## src/rtl/counter_array_if.sv

```systemverilog
// Register bus for counter_array: single-cycle write/read strobes, byte address, 32-bit data.
interface counter_array_if;
  logic        wr_en;
  logic        rd_en;
  logic [9:0]  addr;
  logic [31:0] wdata;
  logic [31:0] rdata;

  modport master (output wr_en, rd_en, addr, wdata, input rdata);
  modport slave  (input wr_en, rd_en, addr, wdata, output rdata);
endinterface

```

## src/rtl/counter_array.sv

```systemverilog
// NUM_CH register-controlled up-counters with compare, wrap/one-shot, sticky W1C status and irq.
// Writes take effect at the strobe edge, rdata one cycle after rd_en; the bus never stalls.
module counter_array #(
  parameter int NUM_CH = 4,
  parameter int CNT_W  = 16
) (
  input  logic              clk,
  input  logic              rst_n,
  counter_array_if.slave    bus,
  output logic [NUM_CH-1:0] overflow,
  output logic              irq
);
  localparam logic [1:0] REG_CTRL = 2'd0;
  localparam logic [1:0] REG_CMP  = 2'd1;
  localparam logic [1:0] REG_CNT  = 2'd2;
  localparam logic [1:0] REG_STAT = 2'd3;

  logic [NUM_CH-1:0] start, mode, irq_en, ovf, done, pending;
  logic [CNT_W-1:0]  cmp [NUM_CH];
  logic [CNT_W-1:0]  cnt [NUM_CH];

  logic       ch_region, glb_hit;
  logic [3:0] ch_idx;
  logic [1:0] reg_sel;
  logic [31:0] rd_val;
  logic       unused_bits;

  assign ch_region   = bus.addr[9:8] == 2'b00;
  assign glb_hit     = bus.addr[9:2] == 8'h40;
  assign ch_idx      = bus.addr[7:4];
  assign reg_sel     = bus.addr[3:2];
  assign pending     = irq_en & (ovf | done);
  assign unused_bits = ^{bus.addr[1:0], bus.wdata};

  for (genvar g = 0; g < NUM_CH; g++) begin : g_ch
    localparam logic [3:0] CH_ID = 4'(g);
    logic             sel, wr_ctrl, wr_cmp, wr_stat, clr, term;
    logic             start_r, mode_r, irq_en_r, ovf_r, done_r, pulse_r;
    logic [CNT_W-1:0] cmp_r, cnt_r;

    assign sel     = bus.wr_en && ch_region && (ch_idx == CH_ID);
    assign wr_ctrl = sel && (reg_sel == REG_CTRL);
    assign wr_cmp  = sel && (reg_sel == REG_CMP);
    assign wr_stat = sel && (reg_sel == REG_STAT);
    assign clr     = wr_ctrl && bus.wdata[1];
    assign term    = cnt_r == cmp_r;

    // Statement order sets precedence: W1C < hardware set; hardware start-clear < software CTRL write.
    always_ff @(posedge clk) begin
      if (!rst_n) begin
        start_r  <= 1'b0;
        mode_r   <= 1'b0;
        irq_en_r <= 1'b0;
        ovf_r    <= 1'b0;
        done_r   <= 1'b0;
        pulse_r  <= 1'b0;
        cmp_r    <= '1;
        cnt_r    <= '0;
      end else begin
        pulse_r <= 1'b0;
        if (wr_stat) begin
          if (bus.wdata[0]) ovf_r  <= 1'b0;
          if (bus.wdata[1]) done_r <= 1'b0;
        end
        if (clr) begin
          cnt_r <= '0;
        end else if (start_r) begin
          if (!term) begin
            cnt_r <= cnt_r + CNT_W'(1);
          end else if (!mode_r) begin
            cnt_r   <= '0;
            ovf_r   <= 1'b1;
            pulse_r <= 1'b1;
          end else begin
            done_r  <= 1'b1;
            start_r <= 1'b0;
          end
        end
        if (wr_ctrl) begin
          start_r  <= bus.wdata[0];
          mode_r   <= bus.wdata[2];
          irq_en_r <= bus.wdata[3];
        end
        if (wr_cmp) cmp_r <= bus.wdata[CNT_W-1:0];
      end
    end

    assign start[g]    = start_r;
    assign mode[g]     = mode_r;
    assign irq_en[g]   = irq_en_r;
    assign ovf[g]      = ovf_r;
    assign done[g]     = done_r;
    assign overflow[g] = pulse_r;
    assign cmp[g]      = cmp_r;
    assign cnt[g]      = cnt_r;
  end

  always_comb begin
    rd_val = '0;
    if (glb_hit) begin
      rd_val = 32'(pending);
    end else if (ch_region) begin
      for (int i = 0; i < NUM_CH; i++) begin
        if (ch_idx == 4'(i)) begin
          case (reg_sel)
            REG_CTRL: rd_val = {28'd0, irq_en[i], mode[i], 1'b0, start[i]};
            REG_CMP:  rd_val = 32'(cmp[i]);
            REG_CNT:  rd_val = 32'(cnt[i]);
            REG_STAT: rd_val = {30'd0, done[i], ovf[i]};
            default:  rd_val = '0;
          endcase
        end
      end
    end
  end

  // irq lags STAT by one cycle because it is registered from the status flops.
  always_ff @(posedge clk) begin
    if (!rst_n) begin
      bus.rdata <= '0;
      irq       <= 1'b0;
    end else begin
      if (bus.rd_en) bus.rdata <= rd_val;
      irq <= |pending;
    end
  end
endmodule

```

## src/flat_wrapper.sv

```systemverilog
// flat-port wrapper written by rule: the top's interface ports become plain ports
module counter_array_flat 
#(
  parameter int NUM_CH = 4,
  parameter int CNT_W  = 16
)
  (clk, rst_n, overflow, irq, bus_wr_en, bus_rd_en, bus_addr, bus_wdata, bus_rdata);
  counter_array_if bus_i ();
  input  logic clk;
  input  logic rst_n;
  output logic [NUM_CH-1:0] overflow;
  output logic irq;
  input wire logic [$bits(bus_i.wr_en)-1:0] bus_wr_en;
  input wire logic [$bits(bus_i.rd_en)-1:0] bus_rd_en;
  input wire logic [$bits(bus_i.addr)-1:0] bus_addr;
  input wire logic [$bits(bus_i.wdata)-1:0] bus_wdata;
  output wire logic [$bits(bus_i.rdata)-1:0] bus_rdata;
  assign bus_i.wr_en = bus_wr_en;
  assign bus_i.rd_en = bus_rd_en;
  assign bus_i.addr = bus_addr;
  assign bus_i.wdata = bus_wdata;
  assign bus_rdata = bus_i.rdata;
  counter_array #(.NUM_CH(NUM_CH), .CNT_W(CNT_W)) u_core (.clk(clk), .rst_n(rst_n), .bus(bus_i), .overflow(overflow), .irq(irq));
endmodule
```

## config.mk

```make
export PLATFORM = sky130hd
export DESIGN_NAME = counter_array_flat
export DESIGN_NICKNAME = d
export VERILOG_FILES = /design/src/rtl/counter_array_if.sv /design/src/rtl/counter_array.sv /design/src/flat_wrapper.sv
export SDC_FILE = /design/constraint.sdc
export NUM_CORES = 1
export LEC_CHECK = 0
export BUFFER_PORTS_ARGS = -buffer_cell sky130_fd_sc_hd__buf_2
export CORE_MARGIN = 5
export CORE_UTILIZATION = 55
export DETAILED_ROUTE_END_ITERATION = 12
export PLACE_DENSITY = 0.71
export SLEW_MARGIN = 10
export SYNTH_ARGS = -nofsm -noshare
export SYNTH_HDL_FRONTEND = slang
export SYNTH_SLANG_ARGS = --single-unit
```

## constraint.sdc

```tcl
create_clock -name clk -period 2.71 [get_ports clk]
set_input_delay 0.1355 -clock clk [delete_from_list [all_inputs] [get_ports clk]]
set_output_delay 0.1355 -clock clk [all_outputs]
set_load 0.05 [all_outputs]
```

=== Word-level counts from Yosys, hierarchy flattened ===
Index checks and enable logic that the tools add are counted.

* Output and inout port bits: 37
* Flip-flop bits (word level): 185
* Bits of input ports: 46
* Word-level logic and storage cells: 191

* Mux-type cells: 86
* Equal/unequal tests: 19
* Bitwise logic cells: 11
* Add/subtract/negate cells: 4
* Reduce and logical (&&, ||, !) cells: 37

{| class="wikitable"
|+ Operators with widths
! operator !! count
|-
| 32-bit case mux with 4 select lines || 4
|-
| 32-bit two-way mux || 6
|-
| 16-bit two-way mux || 8
|-
| 1-bit two-way mux || 68
|-
| 16-bit by 1-bit adder with 16-bit output (second input constant) || 4
|-
| 16-bit equality test || 4
|-
| 1-bit logical AND || 21
|-
| 4-bit OR reduction || 5
|-
| 1-bit NOT || 9
|-
| 4-bit by 2-bit equality test with 1-bit output (second input constant) || 2
|-
| 8-bit by 7-bit equality test with 1-bit output (second input constant) || 1
|-
| 2-bit by 1-bit inequality test with 1-bit output (second input constant) || 4
|-
| 2-bit inequality test (second input constant) || 4
|-
| 2-bit AND reduction || 4
|-
| 2-bit OR reduction || 4
|-
| 4-bit AND || 1
|-
| 2-bit equality test (second input constant) || 2
|-
| 4-bit by 1-bit equality test with 1-bit output (second input constant) || 1
|-
| 2-bit logical NOT || 2
|-
| 4-bit logical NOT || 1
|-
| 4-bit OR || 1
|-
| 2-bit by 1-bit equality test with 1-bit output (second input constant) || 1
|}

=== Depth between registers and ports, before layout ===
Gate-level depths: netlist of run 1.

* Word-level depth: 9
* Depth in mapped cells: 8
* Mapped depth without buffers: 5

=== Worst setup path before layout of run 1 ===
No wires, ideal clock.

* Path type: register to register
* Start point: reg u_core.g_ch[0].cnt_r[4]
* End point: reg u_core.g_ch[0].cnt_r[5]
* Arrival time: 1,690 ps
* Path slack: 894 ps
* Clock period less this slack: 1,816 ps
* Cell stages (with the launch flop): 8
* Data required time: 2,583 ps
* Path through: dfxtp_1 > clkbuf_1 > xor2_1 > nor4_1 > nand4_1 > clkbuf_1 > o211ai_1 > mux2i_1

* Word-level cells in the longest chain between the ends: 3
* Elaborated cells between the ends (all ways): 5
* Classes of those cells: add/sub: 1; eq/ne: 2; mux: 1; reduce/logical: 1

{| class="wikitable"
|+ RTL lines
! item !! line !! text
|-
| start: declaration || counter_array.sv:39 || <nowiki>logic [CNT_W-1:0] cmp_r, cnt_r;</nowiki>
|-
| start signal: assignment || counter_array.sv:69 || <nowiki>cnt_r <= cnt_r + CNT_W'(1);</nowiki>
|-
| branches (longest 3 deep; another with 16-bit by 1-bit adder with 16-bit output) || n/a ||
|}

Several ways; the timed one is not identified.
A chain may end at the register's enable or synchronous reset.

=== Worst setup path in the final report of run 1 ===
* Start point: reg u_core.g_ch[3].cnt_r[4]
* End point: reg u_core.g_ch[3].ovf_r

* Word-level cells in the longest chain between the ends: 4

{| class="wikitable"
|+ RTL lines
! item !! line !! text
|-
| start: declaration || counter_array.sv:39 ||
|-
| start signal: assignment || counter_array.sv:69 ||
|-
| 16-bit equality test || counter_array.sv:46 || <nowiki>assign term = cnt_r == cmp_r;</nowiki>
|-
| 1-bit two-way mux || counter_array.sv:68 || <nowiki>if (!term) begin</nowiki>
|-
| 1-bit two-way mux || counter_array.sv:67 || <nowiki>end else if (start_r) begin</nowiki>
|-
| 1-bit two-way mux || counter_array.sv:65 || <nowiki>if (clr) begin</nowiki>
|-
| end signal: assignment || counter_array.sv:54 || <nowiki>ovf_r <= 1'b0;</nowiki>
|-
| end signal: assignment || counter_array.sv:62 || <nowiki>if (bus.wdata[0]) ovf_r <= 1'b0;</nowiki>
|-
| end signal: assignment || counter_array.sv:72 || <nowiki>ovf_r <= 1'b1;</nowiki>
|-
| end: declaration || counter_array.sv:38 || <nowiki>logic start_r, mode_r, irq_en_r, ovf_r, done_r, pulse_r;</nowiki>
|}

No other way between the ends.

==> results.txt, run 1 <==
* Static power due to leakage: roughly 4.3 nW
* Fraction of synthesis flops using an asynchronous set or reset pin: 0%
- For this run, the post-layout net count is between 1k and 1.5k.
- The final-report max-slew violation count was 0.
* Most used flip-flop cell after synthesis: sky130_fd_sc_hd__dfxtp_1
- Total count of hold-check failures in the final report: 0
* Largest clock skew in the final design: roughly 18 ps
- EDFF count, synth: 0
- For this run, the number of standard cells in the final layout without fillers is 1487.
- TritonCTS built the clock tree.
- The worst setup path is captured at a flop.
- R2r worst-path depth: 6
- In this run the remaining antenna-violating nets after routing total 0.
* Distinct cell type count of the synthesized netlist: 63
* Startpoint of the lowest-slack register-to-register path: u_core.g_ch[3].cnt_r[4]
* Warning count from the yosys run: 0
* Remaining global-route overflow: 0
- Clock tree synthesis selected as its root buffer the cell sky130_fd_sc_hd__clkbuf_16.
- Die area: 21000 um2
- The die is 145 um tall.
- Kind of critical path: flop to flop
- Gate count after technology mapping: 1257
- Clock Latency Late Sink: roughly 440 ps
- Relative to the synthesized area, the layout overhead comes to 9.19%.
* Worst vdd ir: 471 uV
- For this run, the top clock speed supported by timing is about 440 MHz.
- Across the run, the number of max-cap violations was 0.
- Register-to-register setup slack: around 450 ps
- Number of vias per cell after detailed routing: 6.56
- After detailed routing, no signal wire sits above met4.
- The tightest min-delay check is of the input port to flop type.
- For hold timing, the worst endpoint is u_core.g_ch[3].cmp_r[9].
- Crit path required time: 3090 ps
- Source of the worst hold timing path: bus_wdata[9]
- The worst register-to-register path ends at u_core.g_ch[3].ovf_r.
- Worst stage delay on the critical path: 500 ps
- Setup violations remaining at the end of the flow were counted as 0.
- Number of global-route vias before repair: 8864
- Clock slew at reported path FFs: roughly 70 ps
- Post-cts repair resize count: 0
- Routed Wire Length: 31600 um
- After layout, the design draws a total of approximately 5.6 mW.
- In this run the tightest slew margin relative to its limit is roughly a quarter.
* Period minus WS final: 2260 ps
- Wire length of the first global-routing pass: 49700 um
- Drc violations: 0
- Average wire per standard cell: 21.2 um
* Detail Route met3 WL: 2940 um
- Setup repair after global routing missed its margin: false
- The floorplan has 49 rows.
* Post-synthesis cell area: 10000 um2
* CTS Sinks: 169
- Number of design-rule violations left by the first detailed-router iteration: ~1.2k
- Result of the run: finished clean
- After detailed routing, the met2 layer carries 14300 um of wire.
- Along the worst path, the maximum fanout reaches 32.
- Each instance of the synthesized netlist takes up on average approximately 8.0 um2.
- Die width: ~150 um
* Share of synthesized area occupied by flip-flops and latches: 33.7%
- In this run the count of I/O pins placed on the die edge is 83.
* Worst path slowest cell: sky130_fd_sc_hd__dfxtp_1
- The post-route netlist has 11.8% of its cells at a drive strength greater than 1.
- The first detailed-routing pass ran for 6 iterations.
- The worst setup path is launched from a flop.
* Power density normalized to cell area: 511 nW/um2
* Worst-path cell chain: xor2_1 > nor4_1 > nand4_1 > buf_4 > nor3_1 > a31o_1
* CTS Hold Buffers Added: 0
- The repair_antennas step left the layout with diodes totalling 0.
- At the end of routability-driven placement, the weighted congestion stood at 0.993.
- For the pin with the worst max-slew slack, the measured transition is 1130 ps.
- Hold path depth: 3
* Core area: ~18000 um2
* Starting density of the core: 55.9%
* Vias: 9748
- The number of antenna violations at the first check in global routing is 0.
- GRT Overall Usage: roughly 29%
- No sink is reached through more buffers than the 2 on the longest clock path.
* H-tree depth: 4
* Number of buffers inserted to repair setup after CTS: 0
* Total Neg Setup Slack: 0 ps
- Clock tree synthesis inserted a total of 17 buffers.
- After detailed placement, the design holds a cell count of 1455.
- Across all hold checks on the routed design, the worst slack comes to 23.6 ps.
* Final HPWL DP: around 22000 um
* Largest net degree at the start of global routing: 61
* Synth Register Bits: 169
* Share of the cycle needed by the critical path after routing: 83.3%
- Port Buffers: 48
- The detailed router put a total of between 10000 and 15000 um of wire on met1.
* Worst Path Arrival: 2640 ps
## power by group
part	switching (mW)	leakage (nW)	internal, mW
Combinational	0.354	2.68	0.133
Clock	1.04	0.294	1.57
Sequential	0.0155	1.36	2.49
Total	1.41	4.34	4.20
## kinds of logic after synthesis
| family | count (synthesis) | synth area share (%) |
|---|---|---|
| muxes | 74 | 7.88 |
| AOI/OAI and AO/OA | 340 | 23.7 |
| other | 1 | 0.0374 |
| DFF | 169 | 33.7 |
| adders and majority gates | 4 | 0.499 |
| xor gates and xnor gates | 64 | 5.59 |
| buffers and inverters | 150 | 6.82 |
| and+or+nand+nor | 455 | 21.8 |
## final cells by class
type / count / area [um2]
fillers: 1658 / 7010
multi-input cells: 953 / 6040
flip-flops and latches: 169 / 3380
repair buffers: 92 / 583
clock buffers: 21 / 450
well taps: 229 / 287
clock inverters: 11 / 170
inverters: 12 / 45.0
## critical path: cells and delay by family (launching register included)
family	cells	cell delay, ps
xor+xnor	1	120
buf+inv	1	270
simple gates	3	1150
compound gates	1	150
flops	1	500
## routing by layer
layer / global-route usage (%) / up-vias
met5: 0 / -
met4: 10.5 / 0
met3: 7.30 / 46
met2: 43.2 / 438
met1: 40.8 / 4711
li1: - / 4553
## cell usage after synthesis (6+ instances only)
master | count | area share (%)
sky130_fd_sc_hd__o22ai_1 | 11 | 0.69
sky130_fd_sc_hd__mux2i_1 | 61 | 6.1
sky130_fd_sc_hd__a211oi_1 | 6 | 0.45
sky130_fd_sc_hd__a221oi_1 | 6 | 0.52
sky130_fd_sc_hd__buf_4 | 20 | 1.5
sky130_fd_sc_hd__nand4_1 | 21 | 1.3
sky130_fd_sc_hd__nor2_1 | 71 | 2.7
sky130_fd_sc_hd__o211ai_1 | 88 | 6.6
sky130_fd_sc_hd__a21oi_1 | 58 | 2.9
sky130_fd_sc_hd__inv_1 | 9 | 0.34
sky130_fd_sc_hd__nor2b_1 | 6 | 0.37
sky130_fd_sc_hd__nor3_1 | 10 | 0.50
sky130_fd_sc_hd__buf_2 | 31 | 1.5
sky130_fd_sc_hd__a22o_1 | 11 | 0.96
sky130_fd_sc_hd__o211a_1 | 10 | 1.0
sky130_fd_sc_hd__a22oi_1 | 25 | 1.9
sky130_fd_sc_hd__nand2_1 | 186 | 7.0
sky130_fd_sc_hd__dfxtp_1 | 169 | 34
sky130_fd_sc_hd__o21ai_1 | 19 | 0.95
sky130_fd_sc_hd__o2111ai_1 | 11 | 0.96
sky130_fd_sc_hd__clkbuf_1 | 80 | 3.0
sky130_fd_sc_hd__buf_1 | 6 | 0.22
sky130_fd_sc_hd__nor4_1 | 19 | 1.2
sky130_fd_sc_hd__xor2_1 | 64 | 5.6
sky130_fd_sc_hd__nand3_1 | 92 | 4.6
sky130_fd_sc_hd__o21ai_0 | 53 | 2.6
sky130_fd_sc_hd__and4_1 | 12 | 1.0
sky130_fd_sc_hd__a221o_1 | 12 | 1.2
sky130_fd_sc_hd__mux2_2 | 6 | 0.67
sky130_fd_sc_hd__and3_1 | 16 | 1.0
## cells in the final DEF, fill, tap and decap left out, types with 6 or more instances in the layout
| cell type | netlist | final |
|---|---|---|
| sky130_fd_sc_hd__a211oi_1 | 6 | 6 |
| sky130_fd_sc_hd__a21oi_1 | 58 | 58 |
| sky130_fd_sc_hd__a221o_1 | 12 | 12 |
| sky130_fd_sc_hd__a221oi_1 | 6 | 6 |
| sky130_fd_sc_hd__a22o_1 | 11 | 11 |
| sky130_fd_sc_hd__a22oi_1 | 25 | 25 |
| sky130_fd_sc_hd__and3_1 | 16 | 16 |
| sky130_fd_sc_hd__and4_1 | 12 | 12 |
| sky130_fd_sc_hd__buf_2 | 31 | 48 |
| sky130_fd_sc_hd__buf_4 | 20 | 43 |
| sky130_fd_sc_hd__clkbuf_16 | 0 | 17 |
| sky130_fd_sc_hd__conb_1 | 1 | 16 |
| sky130_fd_sc_hd__dfxtp_1 | 169 | 169 |
| sky130_fd_sc_hd__inv_1 | 9 | 9 |
| sky130_fd_sc_hd__mux2_2 | 6 | 6 |
| sky130_fd_sc_hd__mux2i_1 | 61 | 61 |
| sky130_fd_sc_hd__nand2_1 | 186 | 186 |
| sky130_fd_sc_hd__nand3_1 | 92 | 92 |
| sky130_fd_sc_hd__nand4_1 | 21 | 21 |
| sky130_fd_sc_hd__nor2_1 | 71 | 71 |
| sky130_fd_sc_hd__nor3_1 | 10 | 10 |
| sky130_fd_sc_hd__nor4_1 | 19 | 19 |
| sky130_fd_sc_hd__o2111ai_1 | 11 | 11 |
| sky130_fd_sc_hd__o211a_1 | 10 | 10 |
| sky130_fd_sc_hd__o211ai_1 | 88 | 88 |
| sky130_fd_sc_hd__o21ai_0 | 53 | 53 |
| sky130_fd_sc_hd__o21ai_1 | 19 | 19 |
| sky130_fd_sc_hd__o22ai_1 | 11 | 11 |
| sky130_fd_sc_hd__xor2_1 | 64 | 64 |
## sequential cells by signal (all words and copies together), names as in the netlist
| register | count |
|---|---|
| u_core.irq | 1 |
| u_core.g_ch.start_r | 4 |
| u_core.g_ch.cnt_r | 64 |
| u_core.g_ch.ovf_r | 4 |
| u_core.bus.rdata | 16 |
| u_core.g_ch.irq_en_r | 4 |
| u_core.g_ch.mode_r | 4 |
| u_core.g_ch.pulse_r | 4 |
| u_core.g_ch.done_r | 4 |
| u_core.g_ch.cmp_r | 64 |
## how the worst max path moves through the flow
stage                                           to               startpoint  slack, ps
after floorplan            u_core.g_ch[0].cnt_r[5]  u_core.g_ch[0].cnt_r[4]        890
after global placement     u_core.g_ch[3].cnt_r[8]              bus_addr[2]        480
after detailed placement  u_core.g_ch[0].cnt_r[10]              bus_addr[2]        460
after CTS                     u_core.g_ch[3].ovf_r  u_core.g_ch[3].cnt_r[4]        490
after global routing          u_core.g_ch[3].ovf_r  u_core.g_ch[3].cnt_r[4]        360
final                         u_core.g_ch[3].ovf_r  u_core.g_ch[3].cnt_r[4]        450
## per-stage QoR
stage	setup WS, ps	util [%]	area [um2]
detailed placement	460	57.5	10300
floorplan	894	-	10100
finish	454	61.0	11000
CTS	489	61.0	11000
global placement	476	57.5	10300
global route	358	61.0	11000
Note: power is estimated with default switching activity, not from simulation.
==> inputs of run 2 (changes only) <==
- clock period: 2.71 -> 2.1 ns (I/O delays scaled with it)
==> results.txt, run 2 (synthesized netlist as in run 1, its figures left out) <==
- Startpoint of the lowest-slack register-to-register path: u_core.g_ch[3].cnt_r[7]
* Post-Route M1 WL: 13400 um (-0.33%)
* Wire length of the first global-routing pass: 50800 um (+2.3%)
- The endpoint required time on the critical path came to 2460 ps (-630 ps).
* Routed length on met2: 14700 um (+3.4%)
* R2r worst-path depth: 6 (unchanged)
- The total via count after detailed routing was 10.0k (+3.0%).
- The worst ir drop on vdd was 598 uV (+27%).
- Register-to-register setup slack: 110 ps (-340 ps)
- The number of routed nets with antenna violations is 0 (unchanged).
* Cell chosen for the clock root: sky130_fd_sc_hd__clkbuf_16
* Number of global-route vias before repair: 9203 (+3.8%)
* H-tree depth: 4 (unchanged)
- Maximum fanout count along the critical path: 15 (-53%)
- CTS Sinks: 169 (unchanged)
- Static power due to leakage: 4.65 nW (+7.2%)
- Hold Worst Slack: 24.6 ps (+0.965 ps)
* Number of placement rows: 49 (unchanged)
- The number of cells in the design after placement came to 1515 (+4.1%).
- The share of the core filled with cells in the final layout is 63.7% (+2.7 points).
- Path type of the worst min-delay path: input port to flop
* Power density normalized to cell area: 618 nW/um2 (+21%)
* Die width: 145 um (unchanged)
* Core area: 18000 um2 (unchanged)
* Final HPWL DP: 22800 um (+5.1%)
- The number of buffers between clock root and the deepest sink was 2 (unchanged).
- Average wire per standard cell: 21.0 um (-0.98%)
* Drc violations: 0 (unchanged)
* Startpoint types: flop
* Largest registers: u_core.g_ch.cmp_r x64, u_core.g_ch.cnt_r x64, u_core.bus.rdata x16
* Number of max-cap violations: 0 (unchanged)
* Type of destination of the critical path: flop
* Result of the run: finished clean
- Length of the first detailed-routing pass in iterations: 6 (unchanged)
- Setup repair after global routing missed its margin: false
- Finish-stage setup viols: 0 (unchanged)
* Starting density of the core: 55.9% (unchanged)
- TritonCTS built the clock tree.
- Worst Path Arrival: 2350 ps (-290 ps)
* Total count of hold-check failures in the final report: 0 (unchanged)
* Nets@finish: 1356 (+4.7%)
- Upper clock frequency limit: 503 MHz (+13%)
- The number of buffers created by CTS was 17 (unchanged).
- Total I/O pin count: 83 (unchanged)
* Crit. Startpoint: u_core.g_ch[3].cnt_r[7]
- Antenna Cells: 0 (unchanged)
- The area of the die came to 21000 um2 (unchanged).
* Max_slew headroom: 20.6% (-3.7 points)
- Measured slew at the worst slew-check pin: 1190 ps (+54.7 ps)
* Remaining global-route overflow: 0 (unchanged)
- The number of design-rule violations left by the first detailed-router iteration is 1233 (+6.4%).
- The routed wire length is 32600 um (+3.1%).
* Share of the cycle needed by the critical path after routing: 94.7% (+11 points)
* Die height: 145 um (unchanged)
- The ratio of cells with drive above 1 in the final layout was 16.1% (+4.4 points).
- The worst setup path is of the flop to flop kind.
- Endpoint of the most critical setup path: u_core.g_ch[3].cnt_r[15]
- Period minus WS final: 1990 ps (-268 ps)
- Largest clock skew in the final design: 10.2 ps (-7.68 ps)
* GRT Overall Usage: 29.6% (+0.61 points)
- Finished Layout Cells: 1548 (+4.1%)
- Number of vias per cell after detailed routing: 6.48 (-1.1%)
- The number of antenna violations at the first check in global routing is 0 (unchanged).
* Detail Route met3 WL: 3350 um (+14%)
* Final count of pins violating max slew: 0 (unchanged)
- Total Neg Setup Slack: 0 ps (unchanged)
- Leaving out fill and tap cells, the most frequent cell in the layout is sky130_fd_sc_hd__nand2_1.
- The clock insertion delay at the later pin of the skew report came to 440 ps (about the same).
- Number of buffers inserted to repair setup after CTS: 0 (unchanged)
- The maximum number of pins on one net before global-route repair was 45 (-26%).
* Overall power: 7.07 mW (+26%)
- The detailed router used layers up to and including met4.
- The placer congestion estimate came to 0.989 (-0.44%).
* Reg-to-reg endpoint: u_core.g_ch[3].cnt_r[15]
- Clock slew at reported path FFs: 70 ps (about the same)
- Relative to the synthesized area, the layout overhead comes to 14.0%.
- The top cell types in the final layout, fill and taps aside, are sky130_fd_sc_hd__nand2_1, sky130_fd_sc_hd__dfxtp_1, sky130_fd_sc_hd__buf_4.
* Source of the worst hold timing path: bus_wdata[7]
* Port Buffers: 48 (unchanged)
[run 2: cell count changes in the layout (fill, tap and decap cells not counted), moves of 2 or more]
cell	before	now
sky130_fd_sc_hd__buf_12	1	4
sky130_fd_sc_hd__bufinv_16	4	2
sky130_fd_sc_hd__buf_4	43	100
sky130_fd_sc_hd__nor4_1	19	16
sky130_fd_sc_hd__nor4_2	0	3
sky130_fd_sc_hd__clkinv_4	1	4
[run 2: final cells by class]
| type | count | area (um2) |
|---|---|---|
| repair buffers | 153 | 1080 |
| flip-flops and latches | 169 | 3380 |
| clock inverters | 13 | 148 |
| clock buffers | 19 | 433 |
| fillers | 1629 | 6530 |
| well taps | 229 | 287 |
| inverters | 12 | 45.0 |
| multi-input cells | 953 | 6060 |
[run 2: repair_timing]
item	in CTS	in global routing
endpoints found under the setup margin	0	19
endpoints found under the hold margin	3	0
resized for setup	0	4
hold buffers	1	0
[run 2: through the flow]
| step | instance area (um2) | setup WS [ps] |
|---|---|---|
| 6_report | 11400 | 111 |
| 5_1_grt | 11400 | 0.243 |
| 4_1_cts | 11400 | 78.2 |
| 3_5_place_dp | 10800 | 65.9 |
| 3_3_place_gp | 10800 | 131 |
| 2_1_floorplan | 10100 | 284 |
[run 2: worst max-delay path: stages (launching register included)]
cell	delay (ps)
sky130_fd_sc_hd__dfxtp_1	430
sky130_fd_sc_hd__xor2_1	140
sky130_fd_sc_hd__nor4_2	350
sky130_fd_sc_hd__nand4_1	260
sky130_fd_sc_hd__buf_4	270
sky130_fd_sc_hd__o2111ai_1	240
sky130_fd_sc_hd__mux2i_1	220
[run 2: report_power, final]
| part | internal (mW) | total [mW] | switching, mW | leakage [nW] |
|---|---|---|---|---|
| sequential | 3.22 | 3.23 | 0.0139 | 1.36 |
| clock | 1.76 | 3.16 | 1.40 | 0.270 |
| combinational | 0.199 | 0.673 | 0.474 | 3.01 |
| total | 5.18 | 7.07 | 1.89 | 4.65 |
[run 2: worst min-delay path by stage]
stage                                to  cells past startpoint  slack (ps)
2_1_floorplan  u_core.g_ch[0].cmp_r[10]                      2         230
3_3_place_gp    u_core.g_ch[2].cmp_r[9]                      3         440
3_5_place_dp    u_core.g_ch[1].cmp_r[9]                      3         450
4_1_cts         u_core.g_ch[2].cmp_r[7]                      3         0.2
5_1_grt        u_core.g_ch[3].cmp_r[14]                      3          20
6_report        u_core.g_ch[2].cmp_r[7]                      3          20
[run 2: metal layers]
layer	global-route usage, %	vias up
li1	-	4684
met2	46.2	527
met4	8.82	0
met3	7.36	77
met1	40.7	4750
met5	0	-
